[config.mk]
export PLATFORM = sky130hd
export DESIGN_NAME = seg_scan_ctrl
export DESIGN_NICKNAME = d
export VERILOG_FILES = /design/src/rtl/seg_pkg.sv /design/src/rtl/seg7_dec.sv /design/src/rtl/seg_scan_ctrl.sv
export SDC_FILE = /design/constraint.sdc
export NUM_CORES = 1
export LEC_CHECK = 0
export CORE_MARGIN = 2
export CORE_UTILIZATION = 60
export DETAILED_ROUTE_END_ITERATION = 12
export HOLD_SLACK_MARGIN = 0.06
export PLACE_DENSITY = 0.84
export SLEW_MARGIN = 20
export SYNTH_ARGS = -nofsm -noshare
export SYNTH_HDL_FRONTEND = slang
export SYNTH_SLANG_ARGS = --single-unit
[constraint.sdc]
create_clock -name clk -period 5 [get_ports clk]
set_clock_uncertainty 0.15 [all_clocks]
set_input_delay 1 -clock clk [delete_from_list [all_inputs] [get_ports clk]]
set_output_delay 1 -clock clk [all_outputs]
set_load 0.01 [all_outputs]
[src/rtl/seg_pkg.sv]
// Shared definitions for the multiplexed seven-segment scanner: FSM encoding,
// active-low segment patterns and the leading-digit helper.
package seg_pkg;

    typedef enum logic {
        ST_DWELL = 1'b0,
        ST_GAP   = 1'b1
    } scan_state_t;

    localparam logic [6:0] SEG_BLANK = 7'h7F;
    localparam logic [3:0] SEL_OFF   = 4'hF;

    // Active-low patterns, segment g in bit 6 down to segment a in bit 0
    localparam logic [6:0] SEG_PAT [0:15] = '{
        7'h40, 7'h79, 7'h24, 7'h30, 7'h19, 7'h12, 7'h02, 7'h78,
        7'h00, 7'h10, 7'h08, 7'h03, 7'h46, 7'h21, 7'h06, 7'h0E
    };

    // Index of the most significant nonzero nibble; 0 when the value is zero
    function automatic logic [1:0] top_digit(input logic [15:0] v);
        logic [1:0] m;
        m = 2'd0;
        for (int i = 1; i < 4; i++) begin
            if (v[4*i +: 4] != 4'h0) begin
                m = 2'(i);
            end
        end
        return m;
    endfunction

endpackage

[src/rtl/seg7_dec.sv]
// Combinational hex nibble to active-low seven-segment decoder.
module seg7_dec
    import seg_pkg::*;
(
    input  logic [3:0] i_nib,
    output logic [6:0] o_seg
);

    assign o_seg = SEG_PAT[i_nib];

endmodule

[src/rtl/seg_scan_ctrl.sv]
// Four-digit multiplexed seven-segment scanner with a shadow/active display
// register pair that only swaps at the frame boundary.
module seg_scan_ctrl
    import seg_pkg::*;
#(
    parameter int DWELL_CYC = 12500,
    parameter int GAP_CYC   = 250
) (
    input  logic        clk,
    input  logic        rst,
    input  logic        load_valid,
    input  logic [15:0] load_data,
    output logic        load_ready,
    input  logic        blank_lz,
    output logic [3:0]  sel,
    output logic [6:0]  seg,
    output logic        frame_done
);

    localparam int MAX_CYC = (DWELL_CYC > GAP_CYC) ? DWELL_CYC : GAP_CYC;
    localparam int CNT_W   = (MAX_CYC > 1) ? $clog2(MAX_CYC) : 1;
    localparam logic [CNT_W-1:0] DWELL_LAST = CNT_W'(DWELL_CYC - 1);
    localparam logic [CNT_W-1:0] GAP_LAST   = CNT_W'((GAP_CYC == 0) ? 0 : GAP_CYC - 1);

    scan_state_t      r_state;
    logic [1:0]       r_idx;
    logic [CNT_W-1:0] r_cnt;
    logic             r_run;
    logic [15:0]      r_active;
    logic [15:0]      r_shadow;
    logic             r_shadow_full;
    logic             r_blank;
    logic [3:0]       r_sel;
    logic [6:0]       r_seg;
    logic             r_frame_done;

    scan_state_t      w_nxt_state;
    logic [1:0]       w_nxt_idx;
    logic [CNT_W-1:0] w_nxt_cnt;
    logic             w_bnd;
    logic             w_nxt_bnd;
    logic [15:0]      w_nxt_active;
    logic             w_nxt_blank;
    logic             w_take;
    logic [3:0]       w_dec_nib;
    logic [6:0]       w_dec_seg;
    logic [3:0]       w_nxt_sel;
    logic [6:0]       w_nxt_seg;

    // True on the final cycle of digit 3, i.e. the cycle before digit 0 starts
    function automatic logic is_last(input scan_state_t st, input logic [1:0] idx,
                                     input logic [CNT_W-1:0] cnt);
        logic gap_end;
        logic dwell_end;
        gap_end   = (st == ST_GAP) && (cnt == GAP_LAST);
        dwell_end = (st == ST_DWELL) && (GAP_CYC == 0) && (cnt == DWELL_LAST);
        return (idx == 2'd3) && (gap_end || dwell_end);
    endfunction

    always_ff @(posedge clk) begin
        if (rst) begin
            r_state <= ST_DWELL;
            r_idx   <= 2'd0;
            r_cnt   <= '0;
            r_run   <= 1'b0;
        end else begin
            r_state <= w_nxt_state;
            r_idx   <= w_nxt_idx;
            r_cnt   <= w_nxt_cnt;
            r_run   <= 1'b1;
        end
    end

    // The first cycle out of reset holds position so digit 0 gets a full dwell
    always_comb begin
        w_nxt_state = r_state;
        w_nxt_idx   = r_idx;
        w_nxt_cnt   = r_cnt;
        if (r_run) begin
            case (r_state)
                ST_DWELL: begin
                    if (r_cnt == DWELL_LAST) begin
                        w_nxt_cnt = '0;
                        if (GAP_CYC == 0) begin
                            w_nxt_idx = r_idx + 2'd1;
                        end else begin
                            w_nxt_state = ST_GAP;
                        end
                    end else begin
                        w_nxt_cnt = r_cnt + CNT_W'(1);
                    end
                end
                ST_GAP: begin
                    if (r_cnt == GAP_LAST) begin
                        w_nxt_state = ST_DWELL;
                        w_nxt_idx   = r_idx + 2'd1;
                        w_nxt_cnt   = '0;
                    end else begin
                        w_nxt_cnt = r_cnt + CNT_W'(1);
                    end
                end
                default: begin
                    w_nxt_state = ST_DWELL;
                    w_nxt_cnt   = '0;
                end
            endcase
        end
    end

    assign w_bnd        = r_run && is_last(r_state, r_idx, r_cnt);
    assign w_nxt_bnd    = is_last(w_nxt_state, w_nxt_idx, w_nxt_cnt);
    assign w_nxt_active = (w_bnd && r_shadow_full) ? r_shadow : r_active;
    assign w_nxt_blank  = w_bnd ? blank_lz : r_blank;
    assign w_take       = load_valid && !r_shadow_full;
    assign w_dec_nib    = w_nxt_active[{w_nxt_idx, 2'b00} +: 4];

    // Shadow accepts only when empty, so a promotion and a write never collide
    always_ff @(posedge clk) begin
        if (rst) begin
            r_active      <= 16'h0000;
            r_shadow      <= 16'h0000;
            r_shadow_full <= 1'b0;
            r_blank       <= 1'b0;
        end else begin
            r_active <= w_nxt_active;
            r_blank  <= w_nxt_blank;
            if (w_take) begin
                r_shadow      <= load_data;
                r_shadow_full <= 1'b1;
            end else if (w_bnd && r_shadow_full) begin
                r_shadow_full <= 1'b0;
            end
        end
    end

    seg7_dec u_dec (
        .i_nib (w_dec_nib),
        .o_seg (w_dec_seg)
    );

    // Outputs are decoded from the next state so the registers line up with it
    always_comb begin
        w_nxt_sel = SEL_OFF;
        w_nxt_seg = SEG_BLANK;
        if (w_nxt_state == ST_DWELL) begin
            w_nxt_sel = ~(4'b0001 << w_nxt_idx);
            if (!(w_nxt_blank && (w_nxt_idx > top_digit(w_nxt_active)))) begin
                w_nxt_seg = w_dec_seg;
            end
        end
    end

    always_ff @(posedge clk) begin
        if (rst) begin
            r_sel        <= SEL_OFF;
            r_seg        <= SEG_BLANK;
            r_frame_done <= 1'b0;
        end else begin
            r_sel        <= w_nxt_sel;
            r_seg        <= w_nxt_seg;
            r_frame_done <= w_nxt_bnd;
        end
    end

    assign sel        = r_sel;
    assign seg        = r_seg;
    assign frame_done = r_frame_done;
    assign load_ready = !r_shadow_full;

endmodule
Yosys cells after proc, flatten, opt, wreduce, memory -nomap -nowiden
Memory sizes are Yosys's and may differ from the RTL's. A register that Yosys moved wholly into a read port is not among the register bits.
Cells that the tools add are included.
{ "classes": {"mul": 0, "n_bitwise": 3, "n_shift": 2, "order_cmp": 1, "n_mux": 20, "add_sub_neg": 2, "div": 0, "eq_ne": 5, "reduce_logical": 15} }
{ "ops": {"columns": ["operator", "n"], "rows": [
  ["14-bit 2-to-1 mux", 3],
  ["14-bit by 8-bit equality test with 1-bit output (second input constant)", 2],
  ["14-bit one-hot mux with 2 select lines", 1],
  ["16-bit 2-to-1 mux", 1],
  ["16-bit by 5-bit variable part select with 4-bit output", 1],
  ["14-bit by 1-bit adder with 14-bit output (second input constant)", 1],
  ["14-bit equality test (second input constant)", 1],
  ["2-bit 2-to-1 mux", 6],
  ["4-bit nonzero test", 3],
  ["1-bit logical AND", 8],
  ["1-bit 2-to-1 mux", 8],
  ["4-bit NOT with 5-bit output", 1],
  ["2-bit equality test (second input constant)", 2],
  ["4-bit NOT", 1],
  ["1-bit by 2-bit left shift with 4-bit output (first input constant)", 1],
  ["3-bit OR reduction", 1],
  ["2-bit by 1-bit adder with 2-bit output (second input constant)", 1],
  ["2-bit greater-than comparator", 1],
  ["1-bit one-hot mux with 2 select lines", 1],
  ["2-bit nonzero test", 1],
  ["2-bit OR reduction", 1],
  ["1-bit logical NOT", 1],
  ["1-bit NOT", 1]
]} }
{ "word_totals": {"input_bits": 20, "reg_bits": 57, "memories": 1, "wordCells": 59, "romBits": 112, "ramBits": 0, "output_inout_bits": 13, "latch_bits": 0} }
{ "mem_list": {"columns": ["name", "depth", "word_bits", "read_ports", "rd_ports_with_merged_regs", "write_ports", "line_no", "text"], "rows": [
  ["(name not given)", 16, 7, 1, 1, 0, "seg7_dec.sv:9", "assign o_seg = SEG_PAT[i_nib];"]
]} }

Logic depth before layout (Yosys ltp)
Gate-level depths: netlist of the first run.
{ "logic_depth": {"depth_word": 14, "mapped_depth": 17} }

Modules after synthesis
Synthesis of the first run repeated with hierarchy kept, for this count alone.
{ "hier_totals": {"hier_cells": 339, "hier_area_um2": 3130.5} }
{ "modules_own_cells": {"columns": ["module", "cells_each", "seq_area_each_um2", "area_each_um2", "n_inst"], "rows": [
  ["seg_scan_ctrl", 306, 1281.2, 2861.5, 1],
  ["seg7_dec", 33, 0.0, 269.0, 1]
]} }

Least setup slack after synthesis of the first run
OpenSTA, ideal clock, no wires.
{ "synth_timing": {"path_type": "reg-to-reg", "startpoint": "register r_cnt[0]", "endpoint": "register r_seg[2], in the netlist seg[2]", "path_stages_with_launch": 13, "setup_time_ps": 147, "required_ps": 4703, "setup_slack_ps": 1768, "arrival_ps": 2935, "period_less_slack_ps": 3232, "cell_sequence": "dfxtp_1 > ha_1 > and4bb_1 > nand4_4 > nor2_8 > buf_2 > mux2i_1 > a41oi_1 > or2_2 > ha_1 > a211oi_1 > nor2b_1 > o221ai_1"} }
{ "synth_between": {"elab_chain_len": 14, "elab_cells_between_ends": 27, "cone_classes": "order compare (1); eq/ne (2); shift (1); mux (13); bitwise (1); reduce/logical (9)"} }
{ "synth_lines": {"columns": ["element", "line_no", "text"], "rows": [
  ["start, declared", "seg_scan_ctrl.sv:27", "logic [CNT_W-1:0] r_cnt;"],
  ["start signal, assigned", "seg_scan_ctrl.sv:69", "r_cnt <= w_nxt_cnt;"],
  ["14-bit by 8-bit equality test with 1-bit output", "seg_scan_ctrl.sv:55, seg_scan_ctrl.sv:94", null],
  ["1-bit logical AND", "seg_scan_ctrl.sv:55", "gap_end = (st == ST_GAP) && (cnt == GAP_LAST);"],
  ["1-bit logical AND", "seg_scan_ctrl.sv:57", "return (idx == 2'd3) && (gap_end || dwell_end);"],
  ["1-bit logical AND", "seg_scan_ctrl.sv:110", "assign w_bnd = r_run && is_last(r_state, r_idx, r_cnt);"],
  ["1-bit logical AND", "seg_scan_ctrl.sv:112", "assign w_nxt_active = (w_bnd && r_shadow_full) ? r_shadow : r_active;"],
  ["16-bit 2-to-1 mux", "seg_scan_ctrl.sv:112", null],
  ["4-bit nonzero test", "seg_pkg.sv:24", "if (v[4*i +: 4] != 4'h0) begin"],
  ["1-bit 2-to-1 mux", "seg_pkg.sv:24", null],
  ["2-bit 2-to-1 mux (2 in series)", "seg_pkg.sv:24", null],
  ["2-bit 2-to-1 mux", "seg_scan_ctrl.sv:145", "if (w_nxt_state == ST_DWELL) begin"],
  ["2-bit greater-than comparator", "seg_scan_ctrl.sv:147", "if (!(w_nxt_blank && (w_nxt_idx > top_digit(w_nxt_active)))) begin"],
  ["1-bit logical AND", "seg_scan_ctrl.sv:147", null],
  ["3-bit OR reduction (no source line)", null, null],
  ["end, declared", "seg_scan_ctrl.sv:34", "logic [6:0] r_seg;"]
]} }
Parallel ways exist; a longest one is shown, timed or not. The select of a mux whose other input is x is not followed.
A chain may end at the register's enable or synchronous reset.

Final worst setup path of the first run
Same ends and word-level chain as after synthesis.

==> results of run 1 <==
==> kinds of logic (layout without fill, tap and decap cells) <==
kind of cell	count (synthesis)	in the layout	share of synthesized area, %
adder cells (fa/ha/maj)	11	11	4.50
flip-flops	64	64	41.9
AO/OA/AOI/OAI	60	60	14.3
AND/OR/NAND/NOR	153	153	25.0
XOR/XNOR	15	15	4.54
buffers and inverters	24	59	3.11
multiplexers	20	20	6.63
==> placed cells by master (no fill, tap or decap), types with 3 or more instances in the layout <==
cell type,synthesis,final
nor3_1,4,4
xnor2_1,5,5
mux2i_1,18,18
o31ai_1,4,4
and2_1,5,5
ha_1,11,11
xor2_1,9,9
a21oi_1,19,19
nand3_1,16,16
clkbuf_8,0,11
nand2_1,56,56
clkdlybuf4s50_1,0,32
dfxtp_1,64,64
and4_1,3,3
nor2_1,44,44
inv_1,8,8
o21ai_0,10,10
and3_1,7,7
o221ai_1,6,6
==> stage by stage <==
stage | hold WS [ps] | cell area (sq um) | instances
after floorplan | 286 | 3060 | 347
after global placement | 300 | 3410 | 433
after detailed placement | 302 | 3410 | 433
after CTS | 315 | 3640 | 449
after global routing | 326 | 3640 | 449
final | 313 | 3640 | 449
==> tightest hold or removal path, delay by kind of cell (launching register included) <==
family           cells  cell delay (ps)
AND/OR/NAND/NOR      1               50
flip-flops           1              320
AO/OA/AOI/OAI        1               50
==> worst max-delay path by stage <==
stage,start,endpoint,cells past startpoint
after floorplan,r_cnt[0]$_SDFF_PP0_,seg[2]$_SDFF_PP1_,12
after global placement,r_cnt[0]$_SDFF_PP0_,seg[6]$_SDFF_PP1_,11
after detailed placement,r_cnt[0]$_SDFF_PP0_,seg[2]$_SDFF_PP1_,11
after CTS,r_cnt[0]$_SDFF_PP0_,seg[2]$_SDFF_PP1_,11
after global routing,r_cnt[0]$_SDFF_PP0_,seg[5]$_SDFF_PP1_,14
final,r_cnt[0]$_SDFF_PP0_,seg[2]$_SDFF_PP1_,11
==> cell type report <==
class,count,area (sq um)
repair buffers,33,328
flip-flops and latches,64,1280
well taps,67,83.8
clock buffers,11,151
multi-input cells,259,1680
clock inverters,5,78.8
inverters,10,37.5
fillers,363,1170
==> flip-flops by register name (all words and copies together), names as in the netlist <==
name	flops
frame_done	1
seg	7
r_shadow	16
sel	4
r_idx	2
r_active	16
r_blank	1
r_run	1
r_state	1
r_cnt	14
r_shadow_full	1
==> metal layers <==
layer	up-vias	share of wire [%]	track usage, %
li1	1272	-	-
met1	1181	46	33.2
met2	74	46	37.3
met3	17	5.5	7.41
met4	0	2.5	10.9
met5	-	0	0
==> power by group through the flow <==
stage | logic (mW) | registers, mW | clock network, mW
floorplan | 0.0320 | 0.542 | 0
global placement | 0.0597 | 0.544 | 0
detailed placement | 0.0604 | 0.544 | 0
CTS | 0.0611 | 0.533 | 0.517
global route | 0.0684 | 0.534 | 0.537
finish | 0.0611 | 0.533 | 0.514
==> flow_summary.ini, run 1 <==
[setup_path]
critPathMaxStageDelay_ps = 430
crit_arrival_ps = 3620
reg2reg_slack_ps = 1420
cp-start-kind = flip-flop
cp.buffers_inverters = 0
cp_slowest_cell = dfxtp_1
path_cells = ha_1 -> and4bb_1 -> nand4_4 -> nor2_8 -> mux2i_1 -> a41oi_1 -> or2_2 -> ha_1 -> a211oi_1 -> nor2b_1 -> o221ai_1
required_ps = 5040
crit_path_end_kind = flip-flop
rr_worst_depth = 11
r2r_end = seg[2]$_SDFF_PP1_
crit_type = flip-flop to flip-flop
critical_path.max_fanout = 19
r2r-start = r_cnt[0]$_SDFF_PP0_
path_delay_family = simple AND/OR/NAND/NOR gates
cp_common_cell = ha_1

[cts]
cts_inserted_buffers = 9
clockRootBuffer = clkbuf_8
cts_hold_buffers = 0
cts.path.max_buffers = 2
cts_num_sinks = 64
cts_tree = done
cts_setup_buffers = 0
insertion_delay_ps = 360
cts_resized = 0
clkTransAtPathRegs_ps = 70
cts.htree.levels = 3

[place]
numPortBuffers = 32
globalplace.congestion = 0.856
place_ws_ps = 1530
dp_hpwl_um = 4470

[final_layout]
nNetsFinal = 408
drive_above_1_share_pct = 9.42
area_growth_pct = 19.2
utilization_pct = 75.6
diodes = 0

[grt]
grt_pass1_vias = 2308
overflow = 0
grt_pass1_wl_um = 10600
grt_antenna_before_repair = 0
track_usage_pct = 24.8
grt_start_max_net_pins = 40

[power_and_ir_drop]
leakagePower_nw = 1.40
seqPwrFrac_pct = 48.1
pwr-share-comb_pct = 5.5
ir_worst_vdd_v = 0.000288
power_density_mw_per_mm2 = 304
power_mw = 1.11
p_sw_share_pct = 22.2
internal_power_mw = 0.862
clkPwrFrac_pct = 46.4
p_switching_mw = 0.246

[min_path]
min_path_cells = 2
min_path_type = flip-flop to flip-flop
whs_endpoint = r_shadow[3]$_SDFFE_PP0P_
min_from = r_shadow[3]$_SDFFE_PP0P_

[sta]
drv_slew = 0
fmaxAchievable_ghz = 0.279
fin_crit_sh_pct = 71.6
setup_viol = 0
rsz0062_at_grt = no
slew-limit-headroom_pct = 54.0
hold_viol = 0
fin_crit_ps = 3580
tns_ps = 0
tightest_slew_ps = 683
fin_ws_ps = 1420

[logic_synthesis]
synth_seq_cells = 64
synth_common_cells = 64 x dfxtp_1, 56 x nand2_1, 44 x nor2_1, 19 x a21oi_1, 18 x mux2i_1
yosysMostFrequentCell = dfxtp_1
syn_avg_cell_area_sq_um = 8.81
synth_ff_type = dfxtp_1
synthArstFlopShare_pct = 0
synth_sequential_area_ratio_pct = 41.9
synth_cells = 347
synth_edf_count = 0
yosys_warnings = 0
synth.distinct_cells = 53
synth_top_area_cell = dfxtp_1
ys_top_cells_by_area = dfxtp_1 42%, nand2_1 6.9%, mux2i_1 5.9%
netlist_area_sq_mm = 0.00306
synth_top_area_share_pct = 41.9
syn_nets = 378

[route]
drtIter0Drc = 163
vias = 2544
wl_per_cell_um = 14.3
drc = 0
drtPass1Iterations = 4
via_per_inst = 5.67
wirelength_um = 6430
ant_nets = 0

[floorplan]
rows = 25
die_y_um = 75.4
core_area_sq_mm = 0.00482
ioPinCount = 33
fp.dieW_um = 75.4
start_util_pct = 63.5
dieArea_sq_mm = 0.00568

[status]
status = completed

[flow_run]
drv_cap = 0
Power figures use the tool's default switching activity.
==> run 2: changes to the inputs <==
--- a/config.mk
+++ b/config.mk
@@ -6,10 +6,10 @@
 export NUM_CORES = 1
 export LEC_CHECK = 0
 export CORE_MARGIN = 2
-export CORE_UTILIZATION = 60
+export CORE_UTILIZATION = 51
 export DETAILED_ROUTE_END_ITERATION = 12
 export HOLD_SLACK_MARGIN = 0.06
-export PLACE_DENSITY = 0.84
+export PLACE_DENSITY = 0.76
 export SLEW_MARGIN = 20
 export SYNTH_ARGS = -nofsm -noshare
 export SYNTH_HDL_FRONTEND = slang
==> constraint.sdc (replaced) <==
create_clock -name clk -period 2.9 [get_ports clk]
set_clock_uncertainty 0.15 [all_clocks]
set_input_delay 0.58 -clock clk [delete_from_list [all_inputs] [get_ports clk]]
set_output_delay 0.58 -clock clk [all_outputs]
set_load 0.01 [all_outputs]
==> flow_summary.ini, run 2 (synthesis results as in run 1) <==
[cts]
cts_inserted_buffers = 9
clockRootBuffer = clkbuf_8
cts_num_sinks = 64
clkTransAtPathRegs_ps = 70
cts_tree = done
cts.htree.levels = 3
cts_hold_buffers = 0
cts.path.max_buffers = 2
insertion_delay_ps = 340

[place]
dpl_cell_area_sq_mm = 0.00386
dp_hpwl_um = 5220
place_ws_ps = -212
globalplace.congestion = 0.884
dp.cells = 491
numPortBuffers = 32

[sta]
fin_ws_ps = -269
fmaxAchievable_ghz = 0.316
fin_crit_sh_pct = 109
hold_viol = 0
rsz0062_at_grt = yes
tightest_slew_ps = 573
fin_crit_ps = 3170
setup_viol = 7
tns_ps = -1010
whs_ps = 316
drv_slew = 0
slew-limit-headroom_pct = 61.7

[route]
drc = 0
via_per_inst = 5.56
wl_per_cell_um = 16.0
drtPass1Iterations = 4
drtIter0Drc = 151
ant_nets = 0
vias = 2909
wirelength_um = 8350

[final_layout]
drive_above_1_share_pct = 30.4
reg_top3 = r_active x16, r_shadow x16, r_cnt x14
fillerInstances = 367
diodes = 0
final_cell_area_sq_mm = 0.00445
area_growth_pct = 45.7
fin_cells = 523
final_common_cell = buf_4
utilization_pct = 76.1
layout.cells.most_common_list = 62 x buf_4, 60 x dfxtp_1, 54 x nand2_1
nNetsFinal = 474

[power_and_ir_drop]
p_sw_share_pct = 23.2
power_mw = 1.87
leakagePower_nw = 1.77
pwr-share-comb_pct = 6.7
clkPwrFrac_pct = 44.1
power_density_mw_per_mm2 = 419
internal_power_mw = 1.43
seqPwrFrac_pct = 49.2
ir_worst_vdd_v = 0.000390
p_switching_mw = 0.434

[floorplan]
ioPinCount = 33
fp.dieW_um = 81.4
rows = 28
core_area_sq_mm = 0.00585
dieArea_sq_mm = 0.00663
die_y_um = 81.4
start_util_pct = 52.2

[status]
violations = negative setup slack
status = finished, violations left

[grt]
grt_pass1_wl_um = 12300
overflow = 0
track_usage_pct = 24.5
grt_start_max_net_pins = 39
grt_antenna_before_repair = 0
grt_pass1_vias = 2716

[setup_path]
critical_path.max_fanout = 5
crit_type = flip-flop to flip-flop
crit_start = r_cnt[9]$_SDFF_PP0_
cp-start-kind = flip-flop
r2r_end = seg[0]$_SDFF_PP1_
crit_end = seg[0]$_SDFF_PP1_
required_ps = 2970
r2r-start = r_cnt[9]$_SDFF_PP0_
crit_arrival_ps = 3240
rr_worst_depth = 11
reg2reg_slack_ps = -270
crit_path_end_kind = flip-flop

[min_path]
min_path_type = flip-flop to flip-flop
min_path_cells = 2

[flow_run]
drv_cap = 0
-- run 2: worst min-delay path by stage --
stage	slack (ps)	endpoint	from
6_report	320	r_shadow[3]$_SDFFE_PP0P_	r_shadow[3]$_SDFFE_PP0P_
5_1_grt	330	r_shadow[3]$_SDFFE_PP0P_	r_shadow[3]$_SDFFE_PP0P_
4_1_cts	310	r_shadow[3]$_SDFFE_PP0P_	r_shadow[3]$_SDFFE_PP0P_
3_5_place_dp	310	r_shadow[3]$_SDFFE_PP0P_	r_shadow[3]$_SDFFE_PP0P_
3_3_place_gp	300	r_shadow[3]$_SDFFE_PP0P_	r_shadow[3]$_SDFFE_PP0P_
2_1_floorplan	290	r_shadow[0]$_SDFFE_PP0P_	r_shadow[0]$_SDFFE_PP0P_
-- run 2: layout make-up --
class / instances / area (sq um) / area share, %
Clock buffer: 12 / 165 / 3.71
Clock inverter: 4 / 50.0 / 1.12
Inverter: 10 / 40.0 / 0.899
Multi-Input combinational cell: 259 / 1960 / 43.9
Sequential cell: 64 / 1290 / 28.9
Tap cell: 75 / 93.8 / 2.11
Timing Repair Buffer: 99 / 860 / 19.3
-- run 2: routing by layer --
metal	vias up	GRT usage, %	wire, um
li1	1405	-	-
met1	1398	28.9	3420
met3	25	7.03	353
met4	0	9.66	291
met2	81	41.7	4280
met5	-	0	0
-- run 2: power by group through the flow --
stage | registers, mW | logic, mW | clock network [mW]
floorplan | 0.935 | 0.0554 | 0
global placement | 0.933 | 0.117 | 0
detailed placement | 0.934 | 0.119 | 0
CTS | 0.917 | 0.124 | 0.832
global route | 0.920 | 0.139 | 0.869
finish | 0.918 | 0.126 | 0.824
-- run 2: what timing repair did --
action                     in CTS  in global routing
setup buffers                   5                 11
pin swaps                       9                 13
setup endpoints to repair       7                  7
resized for setup              23                 26
gates cloned                    1                  0
-- run 2: critical path: stages, from the launching register on --
cell and delay, ps:
dfxtp_4 350, nor4b_4 380, nand4_4 220, nor2_8 200, buf_4 150, mux2i_2 250, o22a_1 260, o221ai_4 170
buf_4 170, ha_2 190, nor4_1 410, o31ai_2 140
